**src/rtl/uart_alu_top.sv**
```systemverilog
// uart_alu_top: FPGA top of the UART ALU. Receives framed command packets on
// a 8N1 serial line and answers on a second serial line with either an echo
// of the payload or a 32-bit add/multiply result.
//   clk  - core clock
//   rst  - asynchronous reset, active low
//   rx_i - UART serial in (idle high)
//   tx_o - UART serial out (idle high)
// Packet: opcode, reserved, LEN lo, LEN hi, payload[LEN-4]; LEN < 4 acts as 4.
`timescale 1ns/1ps
module uart_alu_top #(
  parameter int CLK_FREQ_HZ = 32_258_065,
  parameter int BAUD_RATE   = 115200,
  parameter int FIFO_DEPTH  = 16
) (
  input  logic clk,
  input  logic rst,
  input  logic rx_i,
  output logic tx_o
);
  localparam int PRESCALE = CLK_FREQ_HZ / (BAUD_RATE * 8);
  localparam int BIT_CYC  = PRESCALE * 8;
  localparam int AW       = $clog2(FIFO_DEPTH);
  localparam logic [15:0] BIT_LAST  = 16'(BIT_CYC - 1);
  localparam logic [15:0] HALF_LAST = 16'(BIT_CYC / 2 - 1);
  localparam logic [AW:0] DEPTH     = (AW+1)'(FIFO_DEPTH);
  localparam logic [7:0]  OP_ECHO = 8'hEC, OP_ADD = 8'hAD, OP_MUL = 8'h88;

  // ---------------- UART receiver ----------------
  logic [1:0]  rx_sync_q;
  logic        rx_busy_q, rx_vld_q;
  logic [15:0] rx_cnt_q;
  logic [3:0]  rx_bit_q;
  logic [7:0]  rx_sh_q;

  // Bit 0 is the start bit sampled mid-bit, 1..8 data, 9 stop. A low stop
  // bit is a framing error: the byte is dropped silently.
  always_ff @(posedge clk or negedge rst) begin
    if (!rst) begin
      rx_sync_q <= 2'b11; rx_busy_q <= 1'b0; rx_vld_q <= 1'b0;
      rx_cnt_q  <= '0;    rx_bit_q  <= '0;   rx_sh_q  <= '0;
    end else begin
      rx_sync_q <= {rx_sync_q[0], rx_i};
      rx_vld_q  <= 1'b0;
      if (!rx_busy_q) begin
        if (!rx_sync_q[1]) begin
          rx_busy_q <= 1'b1; rx_cnt_q <= HALF_LAST; rx_bit_q <= '0;
        end
      end else if (rx_cnt_q != '0) begin
        rx_cnt_q <= rx_cnt_q - 16'd1;
      end else begin
        rx_cnt_q <= BIT_LAST;
        rx_bit_q <= rx_bit_q + 4'd1;
        if (rx_bit_q == 4'd0) begin
          if (rx_sync_q[1]) rx_busy_q <= 1'b0;   // start glitch
        end else if (rx_bit_q == 4'd9) begin
          rx_busy_q <= 1'b0;
          rx_vld_q  <= rx_sync_q[1];
        end else begin
          rx_sh_q <= {rx_sync_q[1], rx_sh_q[7:1]};
        end
      end
    end
  end

  // One-byte holding slot: a byte arriving while the parser is busy in
  // COMPUTE or RESULT waits here, so nothing is lost across states.
  logic       pend_v_q, take;
  logic [7:0] pend_q;
  always_ff @(posedge clk or negedge rst) begin
    if (!rst) begin
      pend_v_q <= 1'b0; pend_q <= '0;
    end else if (rx_vld_q) begin
      pend_v_q <= 1'b1; pend_q <= rx_sh_q;
    end else if (take) begin
      pend_v_q <= 1'b0;
    end
  end

  // ---------------- TX FIFO ----------------
  logic [7:0]    mem [FIFO_DEPTH];
  logic [AW-1:0] wp_q, rp_q;
  logic [AW:0]   cnt_f_q, free;
  logic          push1, push4, pop;
  logic [31:0]   acc_q, acc_d;

  assign free = DEPTH - cnt_f_q;

  always_ff @(posedge clk) begin
    if (push1) mem[wp_q] <= pend_q;
    if (push4) for (int k = 0; k < 4; k++) mem[wp_q + AW'(k)] <= acc_q[8*k +: 8];
  end

  always_ff @(posedge clk or negedge rst) begin
    if (!rst) begin
      wp_q <= '0; rp_q <= '0; cnt_f_q <= '0;
    end else begin
      wp_q    <= wp_q + (push4 ? AW'(4) : AW'(push1));
      rp_q    <= rp_q + AW'(pop);
      cnt_f_q <= cnt_f_q + (push4 ? (AW+1)'(4) : (AW+1)'(push1)) - (AW+1)'(pop);
    end
  end

  // ---------------- UART transmitter ----------------
  logic        tx_busy_q, tx_q, tx_free;
  logic [15:0] tx_cnt_q;
  logic [3:0]  tx_bit_q;
  logic [8:0]  tx_sh_q;

  // Free in the last cycle of the stop bit so frames run back to back.
  assign tx_free = !tx_busy_q || (tx_bit_q == 4'd9 && tx_cnt_q == '0);
  assign pop     = tx_free && (cnt_f_q != '0);

  always_ff @(posedge clk or negedge rst) begin
    if (!rst) begin
      tx_busy_q <= 1'b0; tx_q <= 1'b1; tx_cnt_q <= '0; tx_bit_q <= '0; tx_sh_q <= '1;
    end else if (pop) begin
      tx_busy_q <= 1'b1; tx_q <= 1'b0;            // start bit
      tx_sh_q   <= {1'b1, mem[rp_q]};             // data then stop
      tx_bit_q  <= '0;   tx_cnt_q <= BIT_LAST;
    end else if (tx_free) begin
      tx_busy_q <= 1'b0;
    end else if (tx_cnt_q != '0) begin
      tx_cnt_q <= tx_cnt_q - 16'd1;
    end else begin
      tx_q     <= tx_sh_q[0];
      tx_sh_q  <= {1'b1, tx_sh_q[8:1]};
      tx_bit_q <= tx_bit_q + 4'd1;
      tx_cnt_q <= BIT_LAST;
    end
  end
  assign tx_o = tx_q;

  // ---------------- Packet parser ----------------
  typedef enum logic [2:0] {S_HDR, S_ECHO, S_ARITH, S_COMPUTE, S_DRAIN, S_RESULT} state_e;
  state_e      state_q, state_d;
  logic [15:0] cnt_q, cnt_d, len_q, len_d, len_new;
  logic [7:0]  op_q, op_d;
  logic [31:0] opnd_q, opnd_d, mcnd_q, mcnd_d, mplr_q, mplr_d, word;
  logic [4:0]  mcnt_q, mcnt_d;
  logic        have_q, have_d, fin_q, fin_d, last;

  always_ff @(posedge clk or negedge rst) begin
    if (!rst) begin
      state_q <= S_HDR; cnt_q <= '0; len_q <= '0; op_q <= '0; acc_q <= '0;
      opnd_q <= '0; mcnd_q <= '0; mplr_q <= '0; mcnt_q <= '0; have_q <= 1'b0; fin_q <= 1'b0;
    end else begin
      state_q <= state_d; cnt_q <= cnt_d; len_q <= len_d; op_q <= op_d; acc_q <= acc_d;
      opnd_q <= opnd_d; mcnd_q <= mcnd_d; mplr_q <= mplr_d; mcnt_q <= mcnt_d;
      have_q <= have_d; fin_q <= fin_d;
    end
  end

  always_comb begin
    state_d = state_q; cnt_d = cnt_q; len_d = len_q; op_d = op_q; acc_d = acc_q;
    opnd_d = opnd_q; mcnd_d = mcnd_q; mplr_d = mplr_q; mcnt_d = mcnt_q;
    have_d = have_q; fin_d = fin_q;
    take = 1'b0; push1 = 1'b0; push4 = 1'b0;
    last    = (cnt_q + 16'd1 == len_q);
    word    = {pend_q, opnd_q[31:8]};            // LE operand assembly
    len_new = {pend_q, len_q[7:0]};
    case (state_q)
      S_HDR: if (pend_v_q) begin
        take  = 1'b1;
        cnt_d = cnt_q + 16'd1;
        case (cnt_q[1:0])
          2'd0: begin op_d = pend_q; acc_d = '0; have_d = 1'b0; end
          2'd2: len_d = {8'h00, pend_q};
          2'd3: begin
            len_d = len_new;
            cnt_d = 16'd4;
            if (op_q == OP_ECHO)                         state_d = S_ECHO;
            else if (op_q == OP_ADD || op_q == OP_MUL)   state_d = S_ARITH;
            else                                         state_d = S_DRAIN;
            if (len_new <= 16'd4) begin                  // no payload
              cnt_d   = '0;
              state_d = (state_d == S_ARITH) ? S_RESULT : S_HDR;
            end
          end
          default: ;
        endcase
      end
      S_ECHO, S_DRAIN: if (pend_v_q) begin
        take  = 1'b1;
        cnt_d = cnt_q + 16'd1;
        push1 = (state_q == S_ECHO) && (cnt_f_q != DEPTH);  // drop on full
        if (last) begin state_d = S_HDR; cnt_d = '0; end
      end
      S_ARITH: if (pend_v_q) begin
        take   = 1'b1;
        cnt_d  = cnt_q + 16'd1;
        opnd_d = word;
        if (cnt_q[1:0] == 2'd3) begin                // payload starts at 4
          have_d = 1'b1;
          if (!have_q)              acc_d = word;
          else if (op_q == OP_ADD)  acc_d = acc_q + word;
          else begin
            mcnd_d = acc_q; mplr_d = word; acc_d = '0; mcnt_d = '0;
            fin_d  = last;  state_d = S_COMPUTE;
          end
        end
        if (last && state_d == S_ARITH) state_d = S_RESULT;
      end
      S_COMPUTE: begin                               // one shift-add per cycle
        if (mplr_q[0]) acc_d = acc_q + mcnd_q;
        mcnd_d = mcnd_q << 1;
        mplr_d = mplr_q >> 1;
        mcnt_d = mcnt_q + 5'd1;
        if (mcnt_q == 5'd31) state_d = fin_q ? S_RESULT : S_ARITH;
      end
      S_RESULT: if (free >= (AW+1)'(4)) begin
        push4   = 1'b1;
        state_d = S_HDR;
        cnt_d   = '0;
      end
      default: state_d = S_HDR;
    endcase
  end
endmodule

```
**config.mk**
```make
export PLATFORM = sky130hd
export DESIGN_NAME = uart_alu_top
export DESIGN_NICKNAME = d
export VERILOG_FILES = /design/src/rtl/uart_alu_top.sv
export SDC_FILE = /design/constraint.sdc
export NUM_CORES = 1
export LEC_CHECK = 0
export CAP_MARGIN = 30
export CELL_PAD_IN_SITES_DETAIL_PLACEMENT = 2
export CELL_PAD_IN_SITES_GLOBAL_PLACEMENT = 2
export CORE_ASPECT_RATIO = 1.75
export CORE_MARGIN = 3
export CORE_UTILIZATION = 37
export DETAILED_ROUTE_END_ITERATION = 10
export GPL_TIMING_DRIVEN = 0
export PLACE_DENSITY_LB_ADDON = 0.1
export SLEW_MARGIN = 20
export SYNTH_ARGS = -nofsm -noshare
export SYNTH_HDL_FRONTEND = slang
export SYNTH_SLANG_ARGS = --single-unit
```
**constraint.sdc**
```tcl
create_clock -name clk -period 5.2 [get_ports clk]
set_clock_uncertainty 0.1 [all_clocks]
set_input_delay 0.52 -clock clk [delete_from_list [all_inputs] [get_ports clk]]
set_output_delay 0.52 -clock clk [all_outputs]
set_load 0.01 [all_outputs]
```
==> results of run 1 <==
==> kinds of logic after synthesis <==
kind of cell	after synthesis	share of synthesized area (%)
DFF	382	40.7
AOI/OAI and AO/OA	874	21.4
and+or+nand+nor	1039	17.8
muxes	147	8.09
buffers and inverters	264	4.22
adders and majority gates	93	4.72
xor gates and xnor gates	89	3.10
==> worst max path at each step <==
| stage | slack [ns] | cells after the start | end |
|---|---|---|---|
| 2_1_floorplan | 1.20 | 19 | cnt_f_q[4] |
| 3_3_place_gp | -8.44 | 1 | mcnd_q[6] |
| 3_5_place_dp | -0.1 | 13 | mem[12][5] |
| 4_1_cts | 0.01 | 9 | mem[13][3] |
| 5_1_grt | 0.17 | 11 | mem[1][2] |
| 6_report | 0.41 | 9 | mem[6][0] |
==> synth_stat cells (15+ instances only) <==
library cell,number
a211oi_1,51
dfrtp_1,243
and3_1,17
a31oi_1,94
nor2_1,357
mux2_2,48
a22o_1,15
xor2_1,34
nand4_1,21
o31ai_1,17
inv_1,47
nand2b_1,21
mux4_2,40
o211ai_1,20
o21ai_0,231
xnor2_1,55
a21oi_1,281
ha_1,90
a21o_1,27
buf_1,20
nand2_1,459
nand3_1,54
edfxtp_1,128
clkbuf_1,175
nor2b_1,17
mux2i_1,59
nor3_1,28
==> cell type report <==
class | count | area (um2)
Inverter | 48 | 180
Tap cell | 889 | 1110
Timing Repair Buffer | 29 | 354
Clock inverter | 20 | 267
Sequential cell | 382 | 10200
Clock buffer | 57 | 1210
Buffer | 216 | 885
Multi-Input combinational cell | 2242 | 13900
Fill cell | 7539 | 38700
==> state kept, by name, indices dropped and copies added (netlist names), 15 cells and up, named ones only <==
name	cells
tx_cnt_q	16
len_q	16
mplr_q	32
mem	128
rx_cnt_q	16
acc_q	32
opnd_q	24
mcnd_q	32
cnt_q	15
==> worst max-delay path, stage by stage (launching register included) <==
cell and delay [ns]:
dfrtp_1 0.46, nor4_2 0.39, ha_1 0.30, o21ai_0 0.24, nand3_2 0.43, clkbuf_1 0.39, clkbuf_1 0.39, nand2_1 0.53
nand2_1 0.29, o2111ai_1 0.87
==> power by group through the flow <==
stage                     logic [mW]  clock network [mW]  registers, mW
after floorplan              0.00133                   0           3.15
after global placement        0.0467                   0           3.16
after detailed placement      0.0558                   0           3.15
after CTS                     0.0566                3.36           3.09
after global routing          0.0614                3.47           3.09
final                         0.0532                3.30           3.09
==> routing by layer <==
layer | part of all wire, % | vias to the layer above | GRT usage, %
met5 | 0 | - | 0
met4 | 9.9 | 0 | 24.9
met3 | 2.9 | 406 | 3.47
met2 | 54 | 627 | 63.2
met1 | 33 | 11900 | 31.6
li1 | - | 10600 | -
==> what timing repair did <==
item | 4_1_cts | 5_1_grt
pin swaps | 2 | 1
resized for setup | 4 | 2
hold endpoints to repair | 29 | 0
cloned | 0 | 0
setup endpoints to repair | 43 | 89
buffers inserted | 2 | 1
hold buffers | 1 | 0
==> impl_metrics.py, run 1 <==
metrics = {
    "floorplanning": {
        "die_w_um": 203,
        "die_h_um": 351,
        "num_io_pins": 4,
        "core_um2": 66800,
        "die_area_um2": 71100,
        "rows": 125,
        "start_util_pct": 37.6,
    },
    "global_route": {
        "grt_max_degree": 84,
        "grt.overflow.total": 0,
        "grt_pass1_wl_mm": 173,
        "grt_pass1_vias": 26200,
        "gr-usage-all-layers_pct": 32.8,
        "antenna_found_initial": 0,
    },
    "timing": {
        "setup_ws_ns": 0.415,
        "rsz0062_at_grt": "no",
        "worst-slew-pin-transition_ns": 1.07,
        "max_freq_ghz": 0.209,
        "slew_headroom_pct": 28.9,
        "slew_viol_final": 0,
        "hold_viol_final": 0,
        "hold_slack_ns": 0.233,
        "setup_tns_ns": 0,
        "setup_viol": 0,
        "layout_min_cycle_time_ns": 4.79,
        "fin_crit_sh_pct": 92.0,
    },
    "routing": {
        "drc": 0,
        "drt_pass1_iterations": 5,
        "drt_first_iter_violations": 1383,
        "ant_nets": 0,
        "routedWlPerCell_um": 30.1,
        "wl_mm": 117,
        "via_per_inst": 6.06,
        "vias": 23500,
    },
    "power_and_ir_drop": {
        "seq_power_share_pct": 48.0,
        "totalPowerFinal_mw": 6.45,
        "p_int_mw": 5.04,
        "p_leak_nw": 11.7,
        "switching_share_pct": 21.9,
        "ir_worst_vdd_mv": 0.273,
        "switchingPower_mw": 1.41,
        "p_clk_share_pct": 51.2,
        "power_density_nw_per_um2": 229,
        "p_comb_share_pct": 0.8,
    },
    "worst_hold_path": {
        "hold_end": "rx_sync_q[0]",
        "min-delay-start": "rx_i",
        "whs_path_depth": 1,
        "worst_hold_path_type": "in2reg",
    },
    "layout": {
        "area_delta_synth_final_pct": 11.9,
        "final_common_cell": "nand2_1",
        "diodes": 0,
        "final_cell_area_um2": 28100,
        "finish.utilization_pct": 42.1,
        "final_cell_mix": "nand2_1, nor2_1, a21oi_1, dfrtp_1, o21ai_0",
        "layout.cells.non_filler": 3883,
        "nets": 3057,
        "drive_gt1_share_pct": 8.92,
    },
    "logic_synthesis": {
        "synth_fp_nets": 2984,
        "synth_top_area_share_pct": 24.2,
        "synthCells": 2888,
        "avgSynthCellArea_um2": 8.69,
        "async_reset_ff_share_pct": 66.5,
        "synthDistinctLibCells": 96,
        "syn_area_um2": 25100,
        "yosysTopAreaCell": "dfrtp_1",
        "synth_area_leaders": "dfrtp_1, edfxtp_1, nand2_1",
        "synth_edf_count": 128,
        "ys_seq_area_share_pct": 40.7,
        "yosysWarnings": 0,
        "ys_ff_latch": 382,
        "synthFlopType": "dfrtp_1",
    },
    "placed_design": {
        "place.gp.congestion": 0.940,
        "dp_slack_ns": -0.0999,
        "placed_area_um2": 26500,
        "dp_hpwl_mm": 92.5,
        "dp.cells": 3798,
        "port_buffers": 3,
    },
    "critical_path": {
        "path_max_fanout": 10,
        "arrival_ns": 4.91,
        "crit_required_ns": 5.32,
        "r2r-end": "mem[6][0]",
        "r2r-start": "cnt_f_q[1]",
        "start_kind": "flip-flop",
        "crit_path_start": "cnt_f_q[1]",
        "path_class": "reg2reg",
        "reg2reg_depth": 9,
        "r2r_slack_ns": 0.41,
        "end_kind": "flip-flop",
    },
    "clocking": {
        "htreeDepth": 2,
        "cts_inserted_buffers": 42,
        "clockRootBuffer": "clkbuf_16",
        "clkSlewWorstSetupHoldPaths_ns": 0.06,
        "clock_sinks": 382,
        "insertion_delay_ns": 0.61,
        "cts_tree": "done",
        "clock_path_buffers": 3,
    },
    "job": {
        "cap_violations": 0,
    },
    "run_status": {
        "status": "complete, no violations",
    },
}
Power figures use the tool's default switching activity.
==> run 2, diff against run 1 <==
--- a/config.mk
+++ b/config.mk
@@ -14,6 +14,7 @@
 export DETAILED_ROUTE_END_ITERATION = 10
 export GPL_TIMING_DRIVEN = 0
 export PLACE_DENSITY_LB_ADDON = 0.1
+export SETUP_SLACK_MARGIN = 0.4
 export SLEW_MARGIN = 20
 export SYNTH_ARGS = -nofsm -noshare
 export SYNTH_HDL_FRONTEND = slang
==> impl_metrics.py, run 2 (synthesized netlist as in run 1, its figures left out) <==
metrics = {
    "routing": {
        "drt_first_iter_violations": 1336,
        "ant_nets": 0,
        "routedWlPerCell_um": 30.1,
        "vias": 23600,
        "wl_mm": 117,
        "drc": 0,
        "via_per_inst": 6.06,
        "drt_pass1_iterations": 6,
    },
    "global_route": {
        "grt_max_degree": 84,
        "gr-usage-all-layers_pct": 32.9,
        "grt_pass1_vias": 26300,
        "antenna_found_initial": 0,
        "grt_pass1_wl_mm": 174,
        "grt.overflow.total": 0,
    },
    "layout": {
        "area_delta_synth_final_pct": 12.2,
        "drive_gt1_share_pct": 9.25,
        "finish.utilization_pct": 42.2,
        "largest_reg_flops": 128,
        "layout.cells.non_filler": 3885,
        "diodes": 0,
        "nets": 3059,
        "final_cell_mix": "nand2_1, nor2_1, a21oi_1, dfrtp_1, o21ai_0",
        "regMostFlops": "mem",
        "final_common_cell": "nand2_1",
    },
    "placed_design": {
        "dp_hpwl_mm": 92.5,
        "dp_slack_ns": -0.0999,
        "dp.cells": 3798,
        "place.gp.congestion": 0.940,
        "port_buffers": 3,
    },
    "critical_path": {
        "arrival_ns": 4.88,
        "path_class": "reg2reg",
        "end_kind": "flip-flop",
        "path_max_fanout": 10,
        "start_kind": "flip-flop",
        "crit_required_ns": 5.53,
    },
    "power_and_ir_drop": {
        "p_comb_share_pct": 0.8,
        "p_leak_nw": 11.7,
        "power_density_nw_per_um2": 229,
        "switchingPower_mw": 1.42,
        "switching_share_pct": 22.0,
        "seq_power_share_pct": 48.0,
        "p_int_mw": 5.04,
        "p_clk_share_pct": 51.2,
        "ir_worst_vdd_mv": 0.273,
    },
    "floorplanning": {
        "core_um2": 66800,
        "rows": 125,
        "start_util_pct": 37.6,
        "die_area_um2": 71100,
        "die_w_um": 203,
        "die_h_um": 351,
        "num_io_pins": 4,
    },
    "timing": {
        "fin_crit_sh_pct": 87.5,
        "setup_viol": 0,
        "hold_viol_final": 0,
        "worst-slew-pin-transition_ns": 1.05,
        "setup_ws_ns": 0.652,
        "slew_headroom_pct": 29.8,
        "layout_min_cycle_time_ns": 4.55,
        "slew_viol_final": 0,
        "rsz0062_at_grt": "no",
        "max_freq_ghz": 0.220,
    },
    "clocking": {
        "cts_tree": "done",
        "insertion_delay_ns": 0.61,
        "clock_sinks": 382,
        "clockRootBuffer": "clkbuf_16",
        "clock_path_buffers": 3,
        "clkSlewWorstSetupHoldPaths_ns": 0.06,
        "cts_inserted_buffers": 42,
        "htreeDepth": 2,
    },
    "job": {
        "cap_violations": 0,
    },
    "worst_hold_path": {
        "worst_hold_path_type": "in2reg",
    },
    "run_status": {
        "status": "complete, no violations",
    },
}
-- run 2: power by group through the flow --
| stage | registers [mW] | clock network (mW) | logic [mW] |
|---|---|---|---|
| finish | 3.09 | 3.31 | 0.0531 |
| global route | 3.09 | 3.47 | 0.0614 |
| CTS | 3.09 | 3.36 | 0.0566 |
| detailed placement | 3.15 | 0 | 0.0558 |
| global placement | 3.16 | 0 | 0.0467 |
| floorplan | 3.15 | 0 | 0.00133 |
-- run 2: layout make-up --
cell class / instances / area [um2]
plain buffers: 216 / 893
clock buffers: 57 / 1210
clock inverters: 20 / 267
fillers: 7533 / 38600
inverters: 48 / 180
multi-input cells: 2242 / 13900
flip-flops and latches: 382 / 10200
well taps: 889 / 1110
repair buffers: 31 / 369
-- run 2: final timing paths --
check                             start            to  slack, ns  cells after the start
setup / recovery             cnt_f_q[1]     mem[8][4]       0.65                     11
hold reg to reg            rx_sync_q[0]  rx_sync_q[1]       0.26                      0
setup reg to reg             cnt_f_q[1]     mem[8][4]       0.65                     11
hold / removal                     rx_i  rx_sync_q[0]       0.23                      1
min in group asynchronous           rst   tx_cnt_q[7]       0.28                      2
max in group asynchronous           rst     mplr_q[8]       3.19                      5
-- run 2: per-stage QoR --
stage / power (mW) / setup TNS, ns / area (um2) / hold slack [ns]
CTS: 6.51 / 0 / 28100 / 0.201
global placement: 3.20 / -2088.34 / 26300 / 0.248
floorplan: 3.16 / 0 / 25100 / 0.124
finish: 6.45 / 0 / 28200 / 0.231
detailed placement: 3.21 / -1.12 / 26500 / 0.251
global route: 6.62 / 0 / 28200 / 0.235
-- run 2: critical path, cell delays in order (launching register included) --
cell,delay [ns]
dfrtp_1,0.46
nor4_2,0.39
ha_1,0.30
o21ai_0,0.25
nand3_2,0.45
nor2_1,0.26
clkdlybuf4s15_1,0.72
nand3_1,0.42
clkbuf_1,0.34
a211oi_1,0.35
a21oi_1,0.11
a21oi_1,0.23
-- run 2: metal layers --
layer	routed length, um	global-route usage [%]
met4	11600	25.6
met3	3550	3.62
met5	0	0
met2	62800	62.8
met1	39000	31.7
-- run 2: timing repair --
item / 4_1_cts / 5_1_grt
endpoints found under the setup margin: 178 / 127
hold buffers: 1 / 0
buffers inserted: 5 / 1
gates resized for setup: 10 / 9
hold endpoints to repair: 29 / 0
pin swaps: 5 / 1
==> run 3, diff against run 2 <==
==> constraint.sdc (replaced) <==
create_clock -name clk -period 4.75 [get_ports clk]
set_clock_uncertainty 0.1 [all_clocks]
set_input_delay 0.475 -clock clk [delete_from_list [all_inputs] [get_ports clk]]
set_output_delay 0.475 -clock clk [all_outputs]
set_load 0.01 [all_outputs]
==> impl_metrics.py, run 3 (synthesized netlist as in run 1, its figures left out) <==
metrics = {
    "run_status": {
        "status": "complete, no violations",
    },
    "timing": {
        "worst-slew-pin-transition_ns": 1.04,
        "fin_crit_sh_pct": 87.5,
        "hold_viol_final": 0,
        "rsz0062_at_grt": "no",
        "max_freq_ghz": 0.241,
        "setup_viol": 0,
        "slew_viol_final": 0,
        "slew_headroom_pct": 30.4,
        "layout_min_cycle_time_ns": 4.16,
    },
    "layout": {
        "n_fill_cell": 7529,
        "area_delta_synth_final_pct": 12.6,
        "final_cell_mix": "nand2_1, nor2_1, a21oi_1, dfrtp_1, o21ai_0",
        "final_common_cell": "nand2_1",
        "nets": 3068,
        "drive_gt1_share_pct": 9.85,
        "final_cell_area_um2": 28300,
        "largest_reg_flops": 128,
        "diodes": 0,
        "regMostFlops": "mem",
    },
    "floorplanning": {
        "rows": 125,
        "die_h_um": 351,
        "die_area_um2": 71100,
        "core_um2": 66800,
        "start_util_pct": 37.6,
        "num_io_pins": 4,
        "die_w_um": 203,
    },
    "routing": {
        "drt_pass1_iterations": 8,
        "routedWlPerCell_um": 30.0,
        "wl_mm": 117,
        "via_per_inst": 6.04,
        "ant_nets": 0,
        "drc": 0,
        "vias": 23500,
        "drt_first_iter_violations": 1373,
    },
    "critical_path": {
        "reg2reg_depth": 19,
        "r2r-end": "cnt_f_q[4]",
        "arrival_ns": 4.54,
        "path_cells": "inv_1, ha_2, nor4b_4, nand2_2, or2_1, or3_4, or4_4, o31ai_4, and2b_2, buf_12, ha_1, inv_1, ha_1, inv_1, fa_2, inv_1, a21o_1, a21oi_1, xnor2_1",
        "path_buf_inv": 5,
        "crit_slowest_cell": "or4_4",
        "r2r_slack_ns": 0.59,
        "crit_required_ns": 5.13,
        "crit_path_start": "tx_cnt_q[0]",
        "r2r-start": "tx_cnt_q[0]",
        "path_max_fanout": 4,
        "start_kind": "flip-flop",
        "path_depth": 19,
        "cp_top_family": "simple AND/OR/NAND/NOR gates",
        "end_kind": "flip-flop",
        "path_common_cell": "inv_1",
        "endpoint": "cnt_f_q[4]",
        "path_class": "reg2reg",
        "max_stage_delay_ns": 0.47,
    },
    "global_route": {
        "grt_pass1_wl_mm": 174,
        "grt_pass1_vias": 26300,
        "grt_max_degree": 84,
        "grt.overflow.total": 0,
        "gr-usage-all-layers_pct": 32.8,
        "antenna_found_initial": 0,
    },
    "power_and_ir_drop": {
        "power_density_nw_per_um2": 250,
        "ir_worst_vdd_mv": 0.300,
        "totalPowerFinal_mw": 7.07,
        "p_leak_nw": 11.8,
    },
    "clocking": {
        "clkSlewWorstSetupHoldPaths_ns": 0.06,
        "htreeDepth": 2,
        "clock_path_buffers": 3,
        "clock_sinks": 382,
        "cts_tree": "done",
        "cts_inserted_buffers": 42,
        "clockRootBuffer": "clkbuf_16",
        "insertion_delay_ns": 0.61,
    },
    "placed_design": {
        "dp_hpwl_mm": 92.5,
        "placed_area_um2": 26500,
        "place.gp.congestion": 0.940,
        "port_buffers": 3,
    },
    "job": {
        "cap_violations": 0,
    },
    "worst_hold_path": {
        "worst_hold_path_type": "in2reg",
    },
}
run 3: per-layer routing:
metal / up-vias / share of wire, % / GRT usage, %
li1: 10600 / - / -
met1: 11900 / 33 / 31.5
met2: 609 / 54 / 63.0
met3: 393 / 3.0 / 3.65
met4: 0 / 10 / 25.4
met5: - / 0 / 0
run 3: layout make-up:
| cell class | instances | area, um2 | area share, % |
|---|---|---|---|
| Clock inverter | 20 | 267 | 0.943 |
| Timing Repair Buffer | 40 | 453 | 1.60 |
| Multi-Input combinational cell | 2242 | 13900 | 49.3 |
| Sequential cell | 382 | 10200 | 36.1 |
| Inverter | 48 | 180 | 0.637 |
| Tap cell | 889 | 1110 | 3.93 |
| Buffer | 216 | 892 | 3.16 |
| Clock buffer | 57 | 1210 | 4.28 |
run 3: worst min path at each step:
stage                            start      endpoint  slack, ns  depth (start not counted)
after floorplan                    rst     async pin       0.08                          0
after global routing              rx_i  rx_sync_q[0]       0.19                          1
after detailed placement           rst   tx_cnt_q[7]       0.25                          1
after global placement    rx_sync_q[0]  rx_sync_q[1]       0.25                          0
final                             rx_i  rx_sync_q[0]       0.19                          1
after CTS                         rx_i  rx_sync_q[0]       0.16                          1
run 3: worst reg2reg max path: cells and delay by family, from the launching register on:
family | cells | cell delay (ns)
AND/OR/NAND/NOR | 6 | 1.62
buffers and inverters | 5 | 0.42
AO/OA/AOI/OAI | 3 | 0.43
flip-flops | 1 | 0.40
XOR/XNOR | 1 | 0.13
adder cells (fa/ha/maj) | 4 | 0.96
run 3: stage by stage:
step           setup slack [ns]  utilization, %  setup TNS (ns)  instances  hold slack, ns
2_1_floorplan             0.753               -               0       2888          0.0794
3_3_place_gp              -8.84            39.3        -2235.74       3780           0.248
3_5_place_dp             -0.550            39.7          -58.93       3798           0.251
4_1_cts                   0.430            42.2               0       3886           0.156
5_1_grt                   0.408            42.3               0       3894           0.190
6_report                  0.594            42.3               0       3894           0.189
run 3: timing repair:
action                     4_1_cts  5_1_grt
setup buffers                   10        4
pin swaps                        7        3
hold buffers                     1        0
gates cloned                     0        0
setup endpoints to repair      258      146
hold endpoints to repair        34        0
resized for setup               19        9
run 3: power by group:
group | total [mW] | switching [mW] | internal (mW)
combinational | 0.0583 | 0.0483 | 0.0100
clock | 3.62 | 1.51 | 2.12
sequential | 3.39 | 0.000217 | 3.39
